**src/rtl/cache_pkg.sv**
```systemverilog
// Shared parameters, state encoding and address-field helpers for the direct-mapped data cache.
package cache_pkg;

  localparam int unsigned TAG_W          = 22;
  localparam int unsigned IDX_W          = 6;
  localparam int unsigned WORD_W         = 2;
  localparam int unsigned WORDS_PER_LINE = 4;

  typedef enum logic [1:0] {
    StIdle = 2'd0,
    StWb   = 2'd1,
    StFill = 2'd2
  } state_e;

  function automatic logic [TAG_W-1:0] addr_tag(input logic [31:0] addr);
    return addr[31:10];
  endfunction

  function automatic logic [IDX_W-1:0] addr_idx(input logic [31:0] addr);
    return addr[9:4];
  endfunction

  function automatic logic [31:0] line_addr(input logic [TAG_W-1:0]  tag,
                                            input logic [IDX_W-1:0]  idx,
                                            input logic [WORD_W-1:0] word);
    return {tag, idx, word, 2'b00};
  endfunction

endpackage

```
**src/rtl/cache_if.sv**
```systemverilog
// Bundles the CPU port, cacheline-store port and word-wide memory port of the cache controller.
interface cache_if;

  logic                      cpu_req;
  logic                      cpu_we;
  logic                      cpu_inv;
  logic [31:0]               cpu_addr;
  logic [31:0]               cpu_din;
  logic [31:0]               cpu_dout;
  logic                      cpu_ack;
  logic                      cpu_stall;

  logic [31:0]               c_addr;
  logic                      c_load;
  logic                      c_edit;
  logic                      c_invalid;
  logic [31:0]               c_din;
  logic                      c_hit;
  logic                      c_valid;
  logic                      c_dirty;
  logic [cache_pkg::TAG_W-1:0] c_tag;
  logic [31:0]               c_dout;

  logic                      mem_cs;
  logic                      mem_we;
  logic [31:0]               mem_addr;
  logic [31:0]               mem_wdata;
  logic [31:0]               mem_rdata;
  logic                      mem_ack;

  modport master (
    input  cpu_req, cpu_we, cpu_inv, cpu_addr, cpu_din,
    output cpu_dout, cpu_ack, cpu_stall,
    output c_addr, c_load, c_edit, c_invalid, c_din,
    input  c_hit, c_valid, c_dirty, c_tag, c_dout,
    output mem_cs, mem_we, mem_addr, mem_wdata,
    input  mem_rdata, mem_ack
  );

  modport slave (
    output cpu_req, cpu_we, cpu_inv, cpu_addr, cpu_din,
    input  cpu_dout, cpu_ack, cpu_stall,
    input  c_addr, c_load, c_edit, c_invalid, c_din,
    output c_hit, c_valid, c_dirty, c_tag, c_dout,
    input  mem_cs, mem_we, mem_addr, mem_wdata,
    output mem_rdata, mem_ack
  );

endinterface

```
**src/rtl/cache_ctrl.sv**
```systemverilog
// Direct-mapped write-back/write-allocate cache controller: hit/miss decision, dirty victim
// write-back and word-by-word refill; a completed miss is acknowledged through the hit path.
module cache_ctrl
  import cache_pkg::*;
(
  input  logic     clk,
  input  logic     rst,
  cache_if.master  bus
);

  localparam logic [WORD_W-1:0] LastWord = WORD_W'(WORDS_PER_LINE - 1);

  state_e            state_q, state_d;
  logic [WORD_W-1:0] cnt_q, cnt_d;
  logic [31:0]       addr_q, addr_d;
  logic              line_hit;

  assign line_hit = bus.c_valid & bus.c_hit;

  always_ff @(posedge clk) begin
    if (rst) begin
      state_q <= StIdle;
      cnt_q   <= '0;
      addr_q  <= '0;
    end else begin
      state_q <= state_d;
      cnt_q   <= cnt_d;
      addr_q  <= addr_d;
    end
  end

  always_comb begin
    state_d       = state_q;
    cnt_d         = cnt_q;
    addr_d        = addr_q;
    bus.cpu_dout  = '0;
    bus.cpu_ack   = 1'b0;
    bus.cpu_stall = 1'b0;
    bus.c_addr    = '0;
    bus.c_load    = 1'b0;
    bus.c_edit    = 1'b0;
    bus.c_invalid = 1'b0;
    bus.c_din     = '0;
    bus.mem_cs    = 1'b0;
    bus.mem_we    = 1'b0;
    bus.mem_addr  = '0;
    bus.mem_wdata = '0;

    // The store must stay untouched while reset is held, so every output is gated by it.
    if (!rst) begin
      unique case (state_q)
        StIdle: begin
          bus.c_addr = bus.cpu_addr;
          if (bus.cpu_req && bus.cpu_inv) begin
            bus.c_invalid = 1'b1;
            bus.cpu_ack   = 1'b1;
          end else if (bus.cpu_req && line_hit) begin
            bus.cpu_ack = 1'b1;
            if (bus.cpu_we) begin
              bus.c_edit = 1'b1;
              bus.c_din  = bus.cpu_din;
            end else begin
              bus.cpu_dout = bus.c_dout;
            end
          end else if (bus.cpu_req) begin
            bus.cpu_stall = 1'b1;
            addr_d        = bus.cpu_addr;
            cnt_d         = '0;
            state_d       = (bus.c_valid && bus.c_dirty) ? StWb : StFill;
          end
        end

        StWb: begin
          bus.cpu_stall = 1'b1;
          bus.c_addr    = line_addr(addr_tag(addr_q), addr_idx(addr_q), cnt_q);
          bus.mem_cs    = 1'b1;
          bus.mem_we    = 1'b1;
          // Victim address is rebuilt from the stored tag, not the requesting tag.
          bus.mem_addr  = line_addr(bus.c_tag, addr_idx(addr_q), cnt_q);
          bus.mem_wdata = bus.c_dout;
          if (bus.mem_ack) begin
            cnt_d = cnt_q + WORD_W'(1);
            if (cnt_q == LastWord) begin
              state_d = StFill;
            end
          end
        end

        StFill: begin
          bus.cpu_stall = 1'b1;
          bus.mem_cs    = 1'b1;
          bus.mem_addr  = line_addr(addr_tag(addr_q), addr_idx(addr_q), cnt_q);
          bus.c_addr    = bus.mem_addr;
          if (bus.mem_ack) begin
            bus.c_load = 1'b1;
            bus.c_din  = bus.mem_rdata;
            cnt_d      = cnt_q + WORD_W'(1);
            if (cnt_q == LastWord) begin
              state_d = StIdle;
            end
          end
        end

        default: state_d = StIdle;
      endcase
    end
  end

endmodule

```
**src/flat_wrapper.sv**
```systemverilog
// flat-port wrapper written by rule: the top's interface ports become plain ports
module cache_ctrl_flat import cache_pkg::*;
  (clk, rst, bus_cpu_req, bus_cpu_we, bus_cpu_inv, bus_cpu_addr, bus_cpu_din, bus_cpu_dout, bus_cpu_ack, bus_cpu_stall, bus_c_addr, bus_c_load, bus_c_edit, bus_c_invalid, bus_c_din, bus_c_hit, bus_c_valid, bus_c_dirty, bus_c_tag, bus_c_dout, bus_mem_cs, bus_mem_we, bus_mem_addr, bus_mem_wdata, bus_mem_rdata, bus_mem_ack);
  cache_if bus_i ();
  input  logic clk;
  input  logic rst;
  input wire logic [$bits(bus_i.cpu_req)-1:0] bus_cpu_req;
  input wire logic [$bits(bus_i.cpu_we)-1:0] bus_cpu_we;
  input wire logic [$bits(bus_i.cpu_inv)-1:0] bus_cpu_inv;
  input wire logic [$bits(bus_i.cpu_addr)-1:0] bus_cpu_addr;
  input wire logic [$bits(bus_i.cpu_din)-1:0] bus_cpu_din;
  output wire logic [$bits(bus_i.cpu_dout)-1:0] bus_cpu_dout;
  output wire logic [$bits(bus_i.cpu_ack)-1:0] bus_cpu_ack;
  output wire logic [$bits(bus_i.cpu_stall)-1:0] bus_cpu_stall;
  output wire logic [$bits(bus_i.c_addr)-1:0] bus_c_addr;
  output wire logic [$bits(bus_i.c_load)-1:0] bus_c_load;
  output wire logic [$bits(bus_i.c_edit)-1:0] bus_c_edit;
  output wire logic [$bits(bus_i.c_invalid)-1:0] bus_c_invalid;
  output wire logic [$bits(bus_i.c_din)-1:0] bus_c_din;
  input wire logic [$bits(bus_i.c_hit)-1:0] bus_c_hit;
  input wire logic [$bits(bus_i.c_valid)-1:0] bus_c_valid;
  input wire logic [$bits(bus_i.c_dirty)-1:0] bus_c_dirty;
  input wire logic [$bits(bus_i.c_tag)-1:0] bus_c_tag;
  input wire logic [$bits(bus_i.c_dout)-1:0] bus_c_dout;
  output wire logic [$bits(bus_i.mem_cs)-1:0] bus_mem_cs;
  output wire logic [$bits(bus_i.mem_we)-1:0] bus_mem_we;
  output wire logic [$bits(bus_i.mem_addr)-1:0] bus_mem_addr;
  output wire logic [$bits(bus_i.mem_wdata)-1:0] bus_mem_wdata;
  input wire logic [$bits(bus_i.mem_rdata)-1:0] bus_mem_rdata;
  input wire logic [$bits(bus_i.mem_ack)-1:0] bus_mem_ack;
  assign bus_i.cpu_req = bus_cpu_req;
  assign bus_i.cpu_we = bus_cpu_we;
  assign bus_i.cpu_inv = bus_cpu_inv;
  assign bus_i.cpu_addr = bus_cpu_addr;
  assign bus_i.cpu_din = bus_cpu_din;
  assign bus_cpu_dout = bus_i.cpu_dout;
  assign bus_cpu_ack = bus_i.cpu_ack;
  assign bus_cpu_stall = bus_i.cpu_stall;
  assign bus_c_addr = bus_i.c_addr;
  assign bus_c_load = bus_i.c_load;
  assign bus_c_edit = bus_i.c_edit;
  assign bus_c_invalid = bus_i.c_invalid;
  assign bus_c_din = bus_i.c_din;
  assign bus_i.c_hit = bus_c_hit;
  assign bus_i.c_valid = bus_c_valid;
  assign bus_i.c_dirty = bus_c_dirty;
  assign bus_i.c_tag = bus_c_tag;
  assign bus_i.c_dout = bus_c_dout;
  assign bus_mem_cs = bus_i.mem_cs;
  assign bus_mem_we = bus_i.mem_we;
  assign bus_mem_addr = bus_i.mem_addr;
  assign bus_mem_wdata = bus_i.mem_wdata;
  assign bus_i.mem_rdata = bus_mem_rdata;
  assign bus_i.mem_ack = bus_mem_ack;
  cache_ctrl u_core (.clk(clk), .rst(rst), .bus(bus_i));
endmodule
```
**config.mk**
```make
export PLATFORM = sky130hd
export DESIGN_NAME = cache_ctrl_flat
export DESIGN_NICKNAME = d
export VERILOG_FILES = /design/src/rtl/cache_pkg.sv /design/src/rtl/cache_if.sv /design/src/rtl/cache_ctrl.sv /design/src/flat_wrapper.sv
export SDC_FILE = /design/constraint.sdc
export NUM_CORES = 1
export LEC_CHECK = 0
export ABC_CLOCK_PERIOD_IN_PS = 2300
export BUFFER_PORTS_ARGS = -buffer_cell sky130_fd_sc_hd__buf_2
export CAP_MARGIN = 20
export CORE_AREA = 10 10 118 120
export CTS_CLUSTER_DIAMETER = 100
export DETAILED_ROUTE_END_ITERATION = 10
export DIE_AREA = 0 0 128 130
export PLACE_DENSITY = 0.61
export SETUP_SLACK_MARGIN = 0.1
export SYNTH_ARGS = -nofsm -noshare
export SYNTH_HDL_FRONTEND = slang
export SYNTH_SLANG_ARGS = --single-unit
```
**constraint.sdc**
```tcl
create_clock -name clk -period 2.3 [get_ports clk]
set_input_delay 0.345 -clock clk [delete_from_list [all_inputs] [get_ports clk]]
set_output_delay 0.345 -clock clk [all_outputs]
set_load 0.05 [all_outputs]
```
# ---- Word level (Yosys, flattened, before mapping)
# Index checks and enable logic that the tools add are counted.
dict set report word_totals {
  register_bits 36
  input_bits 159
  output_inout_bits 167
}
dict set report op_classes {
  add_sub_neg 1
  eq_ne 11
  muxes 55
  n_bitwise 3
  reduce_logical 9
}
# cell n
set op_table {}
lappend op_table {{two-way mux 32 bit} 14}
lappend op_table {{one-hot mux 32 bit (2 select lines)} 3}
lappend op_table {{two-way mux 2 bit} 12}
lappend op_table {{two-way mux 1 bit} 23}
lappend op_table {{inequality test 2 bit (second input constant)} 5}
lappend op_table {{AND reduction 7 bit} 1}
lappend op_table {{inequality test 2 x 1 -> 1 bit (second input constant)} 3}
lappend op_table {{one-hot mux 2 bit (3 select lines)} 1}
lappend op_table {{AND reduction 5 bit} 1}
lappend op_table {{== test 2 bit (second input constant)} 2}
lappend op_table {{one-hot mux 2 bit (2 select lines)} 1}
lappend op_table {{AND reduction 4 bit} 1}
lappend op_table {{logical AND 1 bit} 3}
lappend op_table {{adder 2 x 1 -> 2 bit (second input constant)} 1}
lappend op_table {{== test 2 x 1 -> 1 bit (second input constant)} 1}
lappend op_table {{zero test 2 bit} 1}
lappend op_table {{NOT 1 bit} 2}
lappend op_table {{one-hot mux 1 bit (2 select lines)} 1}
lappend op_table {{nonzero test 2 bit} 1}
lappend op_table {{OR reduction 2 bit} 1}
lappend op_table {{bitwise AND 1 bit} 1}

# ---- Logic depth before layout (Yosys ltp)
dict set report logic_depth {
  word_depth 6
  ltp_mapped 9
  depth_no_buf 6
}

# ---- Worst setup path before layout
# No wires, ideal clock.
dict set report synth_timing {
  kind {register to output}
  startpoint {register u_core.state_q[1]}
  endpoint {output port bus_mem_wdata[22]}
  t_arrival_ps 2086
  required_time_ps 1955
  setup_slack_ps -131
  path_stages_with_launch 7
  n_path_buf 2
  cell_sequence {dfxtp_1 > inv_1 > ha_1 > clkbuf_1 > nor2b_1 > clkbuf_1 > and2_1}
}
dict set report synth_via {
  elab_chain_cells 3
}
# item line
set synth_rtl {}
lappend synth_rtl {{start, declared} cache_ctrl.sv:13} ;# state_e state_q, state_d;
lappend synth_rtl {{start signal, assigned} cache_ctrl.sv:22} ;# state_q <= StIdle;
lappend synth_rtl {{start signal, assigned} cache_ctrl.sv:26} ;# state_q <= state_d;
lappend synth_rtl {{== test 2 x 1 -> 1 bit} cache_ctrl.sv:51} ;# unique case (state_q)
lappend synth_rtl {{two-way mux 32 bit} cache_ctrl.sv:51}
lappend synth_rtl {{two-way mux 32 bit} cache_ctrl.sv:50} ;# if (!rst) begin
lappend synth_rtl {{end, declared} flat_wrapper.sv:28} ;# output wire logic [$bits(bus_i.mem_wdata)-1:0] bus_mem_wdata;
# No other way between the ends.

# ---- Final worst setup path
dict set report layout_timing {
  startpoint {register u_core.state_q[0]}
  endpoint {output port bus_cpu_dout[16]}
}
dict set report layout_via {
  elab_chain_cells 3
}
# item line
set layout_rtl {}
lappend layout_rtl {{zero test 2 bit} cache_ctrl.sv:51}
lappend layout_rtl {{two-way mux 32 bit} cache_ctrl.sv:51}
lappend layout_rtl {{two-way mux 32 bit} cache_ctrl.sv:50}
lappend layout_rtl {{end, declared} flat_wrapper.sv:12} ;# output wire logic [$bits(bus_i.cpu_dout)-1:0] bus_cpu_dout;
# No other way between the ends.

==> impl_results.rst <==
.. list-table::
   :header-rows: 1

   * - Metric
     - Value
   * - Outcome
     - completed
   * - Setup Viol. Count Final
     - 0
   * - RePlAce Congestion
     - 0.901
   * - CTS max path bufs
     - 2
   * - Number of global-route vias before repair
     - 4237
   * - Min Tclk post-route
     - 2.25 ns
   * - Hold buffers post-CTS
     - 0
   * - Die area
     - 16600 um^2
   * - Grt total ovfl
     - 0
   * - Fraction of the mapped netlist area in compound gates
     - 29.3%
   * - Transition time of the tightest slew-check pin
     - 0.561 ns
   * - Wire length reported by the detailed router
     - 18300 um
   * - Total via count in the routed design
     - 4476
   * - Clock transition at the register clock pins on the worst setup and hold paths after CTS
     - 0.05 ns
   * - Fill cells
     - 1149
   * - Placed cell count
     - 899
   * - Most used routing layer in global routing
     - met2
   * - Number of sinks on the clock net
     - 32
   * - Number of standard-cell rows in the floorplan
     - 40
   * - Height of the chip
     - 130 um
   * - R2R Setup Slk
     - 0.61 ns
   * - Antenna violations before repair
     - 1
   * - Main combinational cell family by area after synthesis
     - simple AND/OR/NAND/NOR gates
   * - Launching instance or port of the critical path
     - u_core.state_q[0]
   * - Met2 demand-to-capacity share in global routing
     - 32.7%
   * - Number of ports placed on the die boundary
     - 326
   * - Cell area after synthesis
     - 2950 um^2
   * - Classification of the worst-slack hold path
     - in -> reg
   * - Slew Limit Fails
     - 0
   * - Portion of netlist area occupied by mux cells
     - 0%
   * - Cell area power density
     - 534 nW/um^2
   * - Final Skew
     - 0.00380 ns
   * - Met3 layer usage reported by global route
     - 7.26%
   * - DRT iter0 DRCs
     - 221
   * - Die boundary width
     - 128 um
   * - Flip-flop and latch count after synthesis
     - 32
   * - Gate count of the mapped netlist
     - 459
   * - Clock H-tree levels
     - 2
   * - All-layer global routing usage
     - 18.3%
   * - Fraction of layout instances using a drive strength above 1
     - 64.6%
   * - DPL Wire Length
     - 13400 um
   * - Detailed-route wire length per cell
     - 19.9 um
   * - Fraction of the yosys area taken by sequential cells
     - 21.7%
   * - Initial core utilization
     - 25.2%
   * - Hold violation total from the final report
     - 0
   * - Reg2reg end
     - u_core.addr_q[16]
   * - Worst path arrival time
     - 1.91 ns
   * - Pre-CTS setup slack
     - 0.212 ns
   * - CTS tree
     - built
   * - Smallest setup slack after layout
     - 0.0482 ns
   * - Worst hold slack
     - 0.320 ns
   * - Leakage power total
     - 0.00285 uW
   * - Adder-cell area share of the yosys netlist
     - 2.12%
   * - Final ANT Viol Nets
     - 0
   * - Layout overhead on the synthesized area
     - 105%
   * - Largest fanout of any net on the critical path
     - 8
   * - Hold Crit Endpoint
     - u_core.addr_q[24]
   * - HP Start
     - bus_cpu_addr[24]
   * - Port Buf Inserts
     - 323
   * - Vias/cell
     - 4.88
   * - Synthesized area divided by synthesized cell count
     - 6.42 um^2
   * - Headroom to the max-slew limit
     - 62.5%
   * - Post-synth cell types
     - 30
   * - Share of the synthesized netlist area taken by xor and xnor gates
     - 0%
   * - Number of nets in the final layout
     - 932
   * - Met1 Use GR
     - 20.9%
   * - Total area of multi-input combinational cells
     - 2520 um^2
   * - Core area
     - 11700 um^2
   * - Pin count of the biggest net entering global routing
     - 34
   * - Simple-Gate Fraction of Synth Area
     - 39.0%
   * - 1st-pass router iterations
     - 5
   * - Worst-Skew Late Latency
     - 0.27 ns
   * - Worst hold path stage count
     - 3
   * - Reg2Reg Launch Point
     - u_core.state_q[0]
   * - Final std cells w/o fill
     - 917
   * - Combined flip-flop and latch cell area
     - 646 um^2
   * - Cell at the root of the clock tree
     - sky130_fd_sc_hd__clkbuf_16
   * - MaxCap Viol Count
     - 0
   * - Worst Path Required
     - 1.96 ns
   * - Peak ir drop on the vdd network
     - 0.317 mV
   * - Endpoint class of the critical path
     - output port
   * - Yosys synthesis warning count
     - 0
   * - Wire length of the first global-routing pass
     - 24500 um
   * - FF-to-FF path depth
     - 7
   * - Number of buffers added by the clock tree synthesis step
     - 5
   * - Fmax
     - 444 MHz
   * - Type of the worst setup path
     - reg -> out
   * - Drc violations
     - 0
   * - Final period util
     - 97.9%
   * - Unrepaired setup endpoints after global routing
     - true
   * - Kind of start point of the critical path
     - flip-flop
[what timing repair did]
action,in CTS,in global routing
pin swaps,0,27
buffers inserted,0,2
cloned,0,7
endpoints found under the setup margin,115,161
gates resized for setup,93,143
[per-layer routing]
| layer | vias up | share of wire (%) |
|---|---|---|
| li1 | 2176 | - |
| met1 | 2097 | 38 |
| met2 | 189 | 52 |
| met3 | 14 | 8.6 |
| met4 | 0 | 0.99 |
| met5 | - | 0 |
[report_power, final]
group	internal (uW)	switching, uW
registers	596	36.8
logic	585	1210
clock network	569	228
[area by class of cell]
| type | instances | share of cell area (%) |
|---|---|---|
| sequential | 32 | 10.7 |
| clock buffer | 7 | 2.53 |
| inverter | 4 | 0.290 |
| multi-input combinational | 375 | 41.7 |
| timing repair buffer | 350 | 41.2 |
| antenna | 1 | 0.0415 |
| clock inverter | 1 | 0.498 |
| tap | 147 | 3.05 |
[state kept, by name, indices dropped and copies added, names as in the netlist]
signal	cells
u_core.addr_q	28
u_core.state_q	2
u_core.cnt_q	2
[worst max-delay path, cell delays in order (launching register included)]
cell and delay, ns:
sky130_fd_sc_hd__dfxtp_4 0.36, sky130_fd_sc_hd__inv_4 0.06, sky130_fd_sc_hd__ha_4 0.12, sky130_fd_sc_hd__and3b_2 0.20, sky130_fd_sc_hd__nand2_2 0.06, sky130_fd_sc_hd__nor3_4 0.17, sky130_fd_sc_hd__buf_6 0.17, sky130_fd_sc_hd__buf_6 0.14
sky130_fd_sc_hd__and2_1 0.17, sky130_fd_sc_hd__buf_6 0.18
[synthesized netlist by cell type]
cell                       count  area (um^2)
sky130_fd_sc_hd__and3_1        2         12.5
sky130_fd_sc_hd__o21bai_1      1         7.51
sky130_fd_sc_hd__o21ai_0       5         25.0
sky130_fd_sc_hd__or2_2         1         6.26
sky130_fd_sc_hd__nor2_1       88          330
sky130_fd_sc_hd__conb_1        1         3.75
sky130_fd_sc_hd__nand2_2       1         6.26
sky130_fd_sc_hd__a21oi_1      35          175
sky130_fd_sc_hd__dfxtp_1      32          641
sky130_fd_sc_hd__buf_1         1         3.75
sky130_fd_sc_hd__nand4b_1      1         8.76
sky130_fd_sc_hd__or3_1         1         6.26
sky130_fd_sc_hd__nor2b_1       4         25.0
sky130_fd_sc_hd__ha_1          5         62.6
sky130_fd_sc_hd__o211a_1       1         10.0
sky130_fd_sc_hd__a22oi_1      84          631
sky130_fd_sc_hd__o21a_1        1         7.51
sky130_fd_sc_hd__nand2_1      59          221
sky130_fd_sc_hd__nand4_1       1         6.26
sky130_fd_sc_hd__clkbuf_1     34          128
sky130_fd_sc_hd__buf_4         4         30.0
sky130_fd_sc_hd__nor3_2        1         10.0
sky130_fd_sc_hd__a21o_1        1         7.51
sky130_fd_sc_hd__nand2b_1      2         12.5
sky130_fd_sc_hd__and2_4        1         8.76
sky130_fd_sc_hd__or4b_1        1         10.0
sky130_fd_sc_hd__and3b_2       1         10.0
sky130_fd_sc_hd__and2_1       76          475
sky130_fd_sc_hd__inv_1         4         15.0
sky130_fd_sc_hd__buf_2        10         50.1
[stage by stage]
stage	utilization, %	setup TNS [ns]	area, um^2	total power, uW
floorplan	-	-0.814	3110	1780
global placement	41.9	0	4910	2270
detailed placement	41.9	0	4910	2280
CTS	45.7	0	5350	3130
global route	51.5	-0.0144	6030	3400
finish	51.5	0	6030	3220
[cells by family after synthesis]
logic type	count (synthesis)
other cells	1
buf+inv	53
fa+ha+maj	5
compound gates	128
flops	32
simple gates	240
[cells in the final DEF, fill, tap and decap left out, types with 10 or more instances in the layout]
cell	synthesis	layout
sky130_fd_sc_hd__and2_1	76	50
sky130_fd_sc_hd__a22oi_2	0	32
sky130_fd_sc_hd__nand2_1	59	58
sky130_fd_sc_hd__dfxtp_1	32	30
sky130_fd_sc_hd__a22oi_1	84	52
sky130_fd_sc_hd__buf_8	0	25
sky130_fd_sc_hd__nor2_1	88	25
sky130_fd_sc_hd__buf_4	4	34
sky130_fd_sc_hd__and2_4	1	27
sky130_fd_sc_hd__buf_6	0	30
sky130_fd_sc_hd__nor2_2	0	63
sky130_fd_sc_hd__clkbuf_16	0	10
sky130_fd_sc_hd__a21oi_1	35	35
sky130_fd_sc_hd__buf_2	10	243
[worst max-delay path by stage]
| stage | end | slack (ns) | cells past startpoint |
|---|---|---|---|
| final | bus_cpu_dout[16] | 0.05 | 9 |
| after global routing | bus_cpu_dout[16] | -0.01 | 9 |
| after CTS | bus_c_din[5] | 0.05 | 8 |
| after detailed placement | bus_mem_addr[6] | 0.21 | 7 |
| after global placement | bus_mem_addr[7] | 0.21 | 7 |
| after floorplan | bus_mem_addr[12] | -0.04 | 7 |
No activity file was read; power rests on OpenSTA's default activity.
